===== src/rtl/riscv_pipe_pkg.sv =====
// Shared opcode, instruction-field and state definitions for the pipeline
// hazard controller and its decoder.
package riscv_pipe_pkg;

  localparam int unsigned OPC_W   = 7;
  localparam int unsigned OPC_LSB = 0;
  localparam int unsigned RD_LSB  = 7;
  localparam int unsigned RS1_LSB = 15;
  localparam int unsigned RS2_LSB = 20;

  localparam logic [OPC_W-1:0] OPC_RTYPE  = 7'b0110011;
  localparam logic [OPC_W-1:0] OPC_ITYPE  = 7'b0010011;
  localparam logic [OPC_W-1:0] OPC_LOAD   = 7'b0000011;
  localparam logic [OPC_W-1:0] OPC_STORE  = 7'b0100011;
  localparam logic [OPC_W-1:0] OPC_BRANCH = 7'b1100111;

  typedef enum logic [1:0] {
    RUN,
    FLUSH,
    FREEZE
  } pipe_state_e;

endpackage


===== src/rtl/instr_src_decode.sv =====
// Combinational decode of the instruction in ID: register indices, which
// sources are actually read, and whether it is a load.
module instr_src_decode
  import riscv_pipe_pkg::*;
#(
  parameter int unsigned REG_AW = 5
) (
  input  logic [31:0]       id_instr,
  output logic [REG_AW-1:0] rs1,
  output logic [REG_AW-1:0] rs2,
  output logic [REG_AW-1:0] rd,
  output logic              uses_rs1,
  output logic              uses_rs2,
  output logic              is_load
);

  logic [OPC_W-1:0] opc;
  logic             unused_bits;

  always_comb begin
    opc      = id_instr[OPC_LSB +: OPC_W];
    rd       = id_instr[RD_LSB  +: REG_AW];
    rs1      = id_instr[RS1_LSB +: REG_AW];
    rs2      = id_instr[RS2_LSB +: REG_AW];
    uses_rs1 = 1'b0;
    uses_rs2 = 1'b0;
    is_load  = 1'b0;
    case (opc)
      OPC_RTYPE, OPC_STORE, OPC_BRANCH: begin
        uses_rs1 = 1'b1;
        uses_rs2 = 1'b1;
      end
      OPC_ITYPE: uses_rs1 = 1'b1;
      OPC_LOAD: begin
        uses_rs1 = 1'b1;
        is_load  = 1'b1;
      end
      default: ;
    endcase
  end

  assign unused_bits = ^{id_instr[31:25], id_instr[14:12]};

endmodule


===== src/rtl/pipeline_hazard_ctrl.sv =====
// Hazard/sequencing controller for the 5-stage pipeline: load-use stalls,
// taken-branch redirect with IF/ID flush, and freeze on data-memory busy.
module pipeline_hazard_ctrl
  import riscv_pipe_pkg::*;
#(
  parameter int unsigned XLEN         = 64,
  parameter int unsigned FLUSH_CYCLES = 2,
  parameter int unsigned REG_AW       = 5
) (
  input  logic            clk,
  input  logic            rst,
  input  logic [31:0]     id_instr,
  input  logic            id_valid,
  input  logic            ex_branch_taken,
  input  logic [XLEN-1:0] ex_branch_target,
  input  logic            dmem_busy,
  output logic            stall,
  output logic            branch_en,
  output logic [XLEN-1:0] branch_pc,
  output logic            if_id_flush,
  output logic            id_ex_bubble,
  output logic [15:0]     hazard_cnt
);

  logic [REG_AW-1:0] rs1, rs2, rd;
  logic              uses_rs1, uses_rs2, is_load;

  instr_src_decode #(.REG_AW(REG_AW)) u_dec (
    .id_instr (id_instr),
    .rs1      (rs1),
    .rs2      (rs2),
    .rd       (rd),
    .uses_rs1 (uses_rs1),
    .uses_rs2 (uses_rs2),
    .is_load  (is_load)
  );

  pipe_state_e       state_q, state_d, prior_q, prior_d, eff_state;
  logic [2:0]        fcnt_q, fcnt_d;
  logic              pend_valid_q, pend_valid_d;
  logic [XLEN-1:0]   pend_pc_q, pend_pc_d;
  logic              ex_ld_q, ex_ld_d, mem_ld_q, mem_ld_d;
  logic [REG_AW-1:0] ex_rd_q, ex_rd_d, mem_rd_q, mem_rd_d;
  logic [15:0]       hcnt_q, hcnt_d;
  logic              load_use, redirect;
  logic              mem_unused;

  assign load_use = ex_ld_q && (ex_rd_q != '0) && id_valid &&
                    ((uses_rs1 && (rs1 == ex_rd_q)) || (uses_rs2 && (rs2 == ex_rd_q)));

  always_comb begin
    state_d      = state_q;
    prior_d      = prior_q;
    fcnt_d       = fcnt_q;
    pend_valid_d = pend_valid_q;
    pend_pc_d    = pend_pc_q;
    ex_ld_d      = ex_ld_q;
    ex_rd_d      = ex_rd_q;
    mem_ld_d     = mem_ld_q;
    mem_rd_d     = mem_rd_q;
    hcnt_d       = hcnt_q;
    stall        = 1'b0;
    branch_en    = 1'b0;
    branch_pc    = '0;
    if_id_flush  = 1'b0;
    id_ex_bubble = 1'b0;
    redirect     = 1'b0;
    // A release cycle out of FREEZE behaves as the state that was frozen.
    eff_state    = (state_q == FREEZE) ? prior_q : state_q;

    if (rst) begin
      state_d = state_q;
    end else if (dmem_busy) begin
      stall   = 1'b1;
      state_d = FREEZE;
      if (state_q != FREEZE) prior_d = state_q;
      if (ex_branch_taken) begin
        pend_valid_d = 1'b1;
        pend_pc_d    = ex_branch_target;
      end
    end else begin
      state_d  = eff_state;
      redirect = ex_branch_taken || pend_valid_q;
      if (redirect) begin
        branch_en    = 1'b1;
        branch_pc    = ex_branch_taken ? ex_branch_target : pend_pc_q;
        if_id_flush  = 1'b1;
        id_ex_bubble = 1'b1;
        pend_valid_d = 1'b0;
        fcnt_d       = 3'(FLUSH_CYCLES - 1);
        state_d      = (FLUSH_CYCLES > 1) ? FLUSH : RUN;
      end else begin
        if (eff_state == FLUSH) begin
          if_id_flush = 1'b1;
          fcnt_d      = fcnt_q - 3'd1;
          if (fcnt_q <= 3'd1) state_d = RUN;
        end
        if (load_use) begin
          stall        = 1'b1;
          id_ex_bubble = 1'b1;
          if (hcnt_q != '1) hcnt_d = hcnt_q + 16'd1;
        end
      end
      ex_ld_d  = id_valid && is_load && !id_ex_bubble && !if_id_flush;
      ex_rd_d  = rd;
      mem_ld_d = ex_ld_q;
      mem_rd_d = ex_rd_q;
    end
  end

  always_ff @(posedge clk) begin
    if (rst) begin
      state_q      <= RUN;
      prior_q      <= RUN;
      fcnt_q       <= '0;
      pend_valid_q <= 1'b0;
      pend_pc_q    <= '0;
      ex_ld_q      <= 1'b0;
      ex_rd_q      <= '0;
      mem_ld_q     <= 1'b0;
      mem_rd_q     <= '0;
      hcnt_q       <= '0;
    end else begin
      state_q      <= state_d;
      prior_q      <= prior_d;
      fcnt_q       <= fcnt_d;
      pend_valid_q <= pend_valid_d;
      pend_pc_q    <= pend_pc_d;
      ex_ld_q      <= ex_ld_d;
      ex_rd_q      <= ex_rd_d;
      mem_ld_q     <= mem_ld_d;
      mem_rd_q     <= mem_rd_d;
      hcnt_q       <= hcnt_d;
    end
  end

  assign hazard_cnt = rst ? '0 : hcnt_q;
  assign mem_unused = ^{mem_ld_q, mem_rd_q};

endmodule


===== config.mk =====
export PLATFORM = sky130hd
export DESIGN_NAME = pipeline_hazard_ctrl
export DESIGN_NICKNAME = d
export VERILOG_FILES = /design/src/rtl/riscv_pipe_pkg.sv /design/src/rtl/instr_src_decode.sv /design/src/rtl/pipeline_hazard_ctrl.sv
export SDC_FILE = /design/constraint.sdc
export NUM_CORES = 1
export LEC_CHECK = 0
export BUFFER_PORTS_ARGS = -buffer_cell sky130_fd_sc_hd__buf_2
export CORE_UTILIZATION = 53
export CTS_BUF_LIST = sky130_fd_sc_hd__clkbuf_8
export DETAILED_ROUTE_END_ITERATION = 12
export GPL_ROUTABILITY_DRIVEN = 0
export GPL_TIMING_DRIVEN = 0
export PLACE_DENSITY = 0.95
export SLEW_MARGIN = 10
export SYNTH_ARGS = -nofsm -noshare
export SYNTH_HDL_FRONTEND = slang
export SYNTH_SLANG_ARGS = --single-unit

===== constraint.sdc =====
create_clock -name clk -period 5.33 [get_ports clk]
set_input_delay 0.533 -clock clk [delete_from_list [all_inputs] [get_ports clk]]
set_output_delay 0.533 -clock clk [all_outputs]
set_load 0.01 [all_outputs]

Word level (Yosys, flattened, before mapping)
Index checks and enable logic that the tools add are counted.
Storage, ports and cells
  input port bits: 101
  flip-flop bits (word level): 94
Operators by class
  bitwise logic cells: 2
  equal/unequal tests: 12
  $add $sub $neg: 2
  order comparisons: 1
  mux-type cells: 36
  reductions and logical operators: 22
Operators with widths (count)
  $mux W64: 4
  $mux W1: 24
  $add A16 B1 Y16 const B: 1
  $mux W16: 1
  $ne A16 B16 Y1 const B: 1
  $eq A7 B6 Y1 const B: 2
  $eq A5 B5 Y1: 2
  $mux W2: 5
  $logic_and A1 B1 Y1: 8
  $eq A7 B2 Y1 const B: 1
  $eq A7 B5 Y1 const B: 1
  $eq A7 B7 Y1 const B: 1
  $mux W3: 2
  $reduce_and A2 Y1: 3
  $reduce_bool A5 Y1: 1
  $reduce_or A5 Y1: 1
  $ne A2 B2 Y1 const B: 2
  $reduce_and A4 Y1: 1
  $reduce_bool A2 Y1: 2
  $le A3 B1 Y1 const B: 1
  $reduce_or A3 Y1: 1
  $sub A3 B1 Y3 const B: 1
  $eq A2 B1 Y1 const B: 1
  $eq A2 B2 Y1 const B: 1
  other kinds (4): 7

Logic depth before layout (Yosys ltp)
  depth in word-level cells: 13
  gate-level depth with buffers: 9
  depth with buffers taken out: 6

Cells and area by module
A second synthesis with hierarchy kept.
Unflattened totals
  cell total of the unflattened synthesis: 646
  area, all modules: 5017.3 sq um
By module, submodules not included
  pipeline_hazard_ctrl: times used 1, sequential area each 1881.8 sq um, cells an instance 623, area each 4838.4 sq um
  instr_src_decode: times used 1, sequential area each 0.0 sq um, cells an instance 23, area each 178.9 sq um

Least setup slack after synthesis
OpenSTA, ideal clock, no wires.
  path type: input to register
  from: in ex_branch_taken
  to: reg hcnt_q[14]
  setup slack: 2908 ps
  data required time: 5209 ps
  arrival time: 2301 ps
  stages on the path: 9
  library setup time: 121 ps
  cells stage by stage: clkbuf_1 or2_1 buf_2 or3_1 a41oi_2 nand3_2 buf_6 nor4_1 mux2_2
On the way
  word-level cells in the longest chain between the ends: 3
RTL lines
  start: declaration: RTL line pipeline_hazard_ctrl.sv:14  | input logic ex_branch_taken,
  $logic_or A1 B1 Y1: RTL line pipeline_hazard_ctrl.sv:83  | redirect = ex_branch_taken || pend_valid_q;
  $not A1 Y1 (no line)
  $reduce_and A4 Y1 (no line)
  end signal: assignment: RTL line pipeline_hazard_ctrl.sv:133  | hcnt_q <= hcnt_d;
  end: declaration: RTL line pipeline_hazard_ctrl.sv:44  | logic [15:0] hcnt_q, hcnt_d;
Every way passes these cells.
A chain may end at the register's enable or synchronous reset.

Worst setup path in the final report
  from: in ex_branch_taken
  to: out branch_pc[56]
On the way
  word-level cells in the longest chain between the ends: 4
  elaborated cells on any way between the ends: 5
RTL lines
  $mux W64 or $logic_or A1 B1 Y1 (tied branches)
  $mux W64 (*): RTL line pipeline_hazard_ctrl.sv:84  | if (redirect) begin
  $mux W64 (*): RTL line pipeline_hazard_ctrl.sv:73  | end else if (dmem_busy) begin
  $mux W64 (*): RTL line pipeline_hazard_ctrl.sv:71  | if (rst) begin
  end: declaration: RTL line pipeline_hazard_ctrl.sv:19  | output logic [XLEN-1:0] branch_pc,
Every way passes the cells marked *; elsewhere a longest branch is shown, timed or not.

==> metrics.md <==
| Metric | Value |
|---|---|
| Distinct cell type count after synthesis | 39 |
| Clock slew at reported path FFs | around 0.090 ns |
| Status | finished clean |
| Max Transition Viols Final | 0 |
| Remaining global-route overflow | 0 |
| Fill count | between 700 and 800 |
| Commonest cells post-synth | nand2_1 (142), nor2_1 (99), dfxtp_1 (94) |
| Antenna violations before repair | 0 |
| Peak supply drop | between 0.1 and 0.15 mV |
| Hold_buf cts | 0 |
| DIE WIDTH | approximately 97 um |
| Setup Total Neg Slack | 0 ns |
| Syn Area/Cell | 7.60 um^2 |
| # setup viols final | 0 |
| Rel. slew slack | approximately half |
| Synthesis-to-finish area growth | 24.9% |
| Crit Path Category | input pin to primary output |
| Top FF cell, synth | dfxtp_1 |
| Vias in the first global route | approximately 4.6k |
| WL/cell | between 10 and 15 um |
| Root Driver | clkbuf_8 |
| 1st-pass router iterations | 4 |
| Share of the synthesized area in the top cell type | between 30% and 40% |
| GRT Overall Usage | 26.8% |
| Final min period | about 2.9 ns |
| Worst Clk Skew | roughly 0.008 ns |
| Post-Synthesis Cells | between 600 and 700 |
| CP required | 4.80 ns |
| Area post-placement | approximately 5800 um^2 |
| Routed Wire Length | 12800 um |
| Post-layout net count | roughly 900 |
| Number of I/O pins | 185 |
| Pin count of the biggest net entering global routing | 16 |
| Top post-synthesis cells by area | dfxtp_1 (39%), mux2i_1 (15%), nand2_1 (11%), nor2_1 (7.8%), a21oi_1 (7.2%) |
| Cell row count | 34 |
| Port-buffer cells | between 150 and 200 |
| RSZ-0062 raised after global routing | no |
| Die footprint | approximately 9400 um^2 |
| Iteration-0 DRC Markers | 207 |
| Max Fclk | 0.340 GHz |
| Worst Max-Slew Pin Slew | 0.748 ns |
| Antenna Diode Count | 0 |
| Core area | ~8700 um^2 |
| WHS | 0.412 ns |
| Clock buffer depth | 2 |
| CP arrival | 2.41 ns |
| Yosys top cell by area | dfxtp_1 |
| Clock Latency Late Sink | about 0.35 ns |
| Total power | between 1 and 1.5 mW |
| Critical path capture point type | primary output |
| First-pass GRT wire length | 20700 um |
| Final instance area | between 5000 and 6000 um^2 |
| DRC errors left | 0 |
| Fin crit share | between 50% and 60% |
| Cell area after synthesis | 4790 um^2 |
| Number of flops mapped to enable cells by yosys | 0 |
| CTS tree | yes |
| Starting Density | 54.9% |
| Setup Fix Bufs, Post-CTS | 0 |
| Synth Net Count | approximately 730 |
| Async S/R FF share, synth | 0% |
| Clock sinks | between 90 and 100 |
| CTS resizes | 0 |
| Crit path launch type | input pin |
| Post-DRT Antenna Nets | 0 |
| Htree depth | 3 |
| MaxCap Viol Count | 0 |
| Sequential share of the synthesized area | approximately 40% |
| Leakage | 2.75 nW |
| Most frequent cell after synthesis | nand2_1 |
| Die height | between 90 and 100 um |
| Share of cells above drive strength 1 | approximately a quarter |
| Final HPWL DP | slightly below 10000 um |
| Vias after detailed routing | around 4.9k |
| Vias/cell | between 5 and 6 |
| Peak fanout along the critical path | 10 |
| Yosys reg bits | 94 |
| Min-Delay Path Class | input pin to flop |
| Final hold viol count | 0 |
| PwrDens | 241 nW/um^2 |
| Ys Warns | 0 |
| Total CTS buffers | 9 |
-- layout make-up --
type / instances / area [um^2] / area share, %
clock buffers: 10 / 138 / 2.30
plain buffers: 45 / 179 / 2.99
well taps: 108 / 135 / 2.26
multi-input cells: 485 / 2700 / 45.2
flip-flops and latches: 94 / 1880 / 31.5
inverters: 6 / 22.5 / 0.377
clock inverters: 5 / 58.8 / 0.984
repair buffers: 172 / 861 / 14.4
-- report_power, final --
group / switching [mW] / internal, mW
combinational: 0.126 / 0.0936
sequential: 0.0167 / 0.729
clock: 0.245 / 0.228
total: 0.388 / 1.05
-- flip-flops by register name (all words and copies together), names as in the netlist --
signal,cells
hcnt_q,16
pend_pc_q,64
prior_q,2
ex_rd_q,5
pend_valid_q,1
state_q,2
fcnt_q,3
ex_ld_q,1
-- worst max-delay path: stages --
cell and delay [ns]:
clkbuf_1 0.17, buf_1 0.52, buf_1 0.64, mux2i_1 0.17
nor2_1 0.20, buf_2 0.17
-- layer usage --
| layer | part of all wire, % | routed length [um] | global-route usage [%] | vias to the layer above |
|---|---|---|---|---|
| li1 | - | - | - | 2470 |
| met1 | 44 | 5630 | 33.1 | 2223 |
| met2 | 48 | 6150 | 47.0 | 206 |
| met3 | 6.4 | 814 | 4.62 | 18 |
| met4 | 1.3 | 172 | 8.96 | 0 |
| met5 | 0 | 0 | 0 | - |
-- kinds of logic (layout without fill, tap and decap cells) --
family | after synthesis | count (layout) | synth area share, %
simple gates | 301 | 301 | 26.6
flops | 94 | 94 | 39.3
compound gates | 91 | 91 | 10.3
mux | 79 | 79 | 16.8
buf+inv | 51 | 238 | 4.21
xor+xnor | 11 | 11 | 2.01
fa+ha+maj | 3 | 3 | 0.784
-- cells in the final DEF (no fill, tap or decap), types with 5 or more instances in the layout --
cell type	synthesis	layout
dfxtp_1	94	94
nand3_1	10	10
xnor2_1	10	10
nor2b_1	16	16
nand4_1	5	5
nor2_1	99	99
nor4_1	5	5
buf_2	2	174
mux2i_1	70	70
or3_1	6	6
nor3_1	7	7
mux2_2	9	9
a21oi_1	69	69
nand2_1	142	142
o21ai_0	11	11
clkbuf_8	0	10
inv_1	6	6
buf_1	10	10
clkbuf_1	32	32
-- path summary, 6_finish.rpt --
| kind | startpoint | endpoint | slack [ns] | depth (start not counted) |
|---|---|---|---|---|
| setup / recovery | ex_branch_taken | branch_pc[56] | 2.39 | 6 |
| hold / removal | id_instr[10] | ex_rd_q[3] | 0.41 | 3 |
| hold reg to reg | pend_pc_q[56] | pend_pc_q[56] | 0.46 | 2 |
| setup reg to reg | pend_valid_q | hcnt_q[8] | 3.01 | 8 |
-- metrics by stage --
stage / utilization (%) / setup WS (ns) / instances
after global routing: 68.6 / 2.22 / 925
after CTS: 68.6 / 2.35 / 925
after detailed placement: 66.3 / 2.36 / 910
after floorplan: - / 2.91 / 630
after global placement: 66.3 / 2.40 / 910
final: 68.6 / 2.39 / 925
No activity file was read; power rests on OpenSTA's default activity.
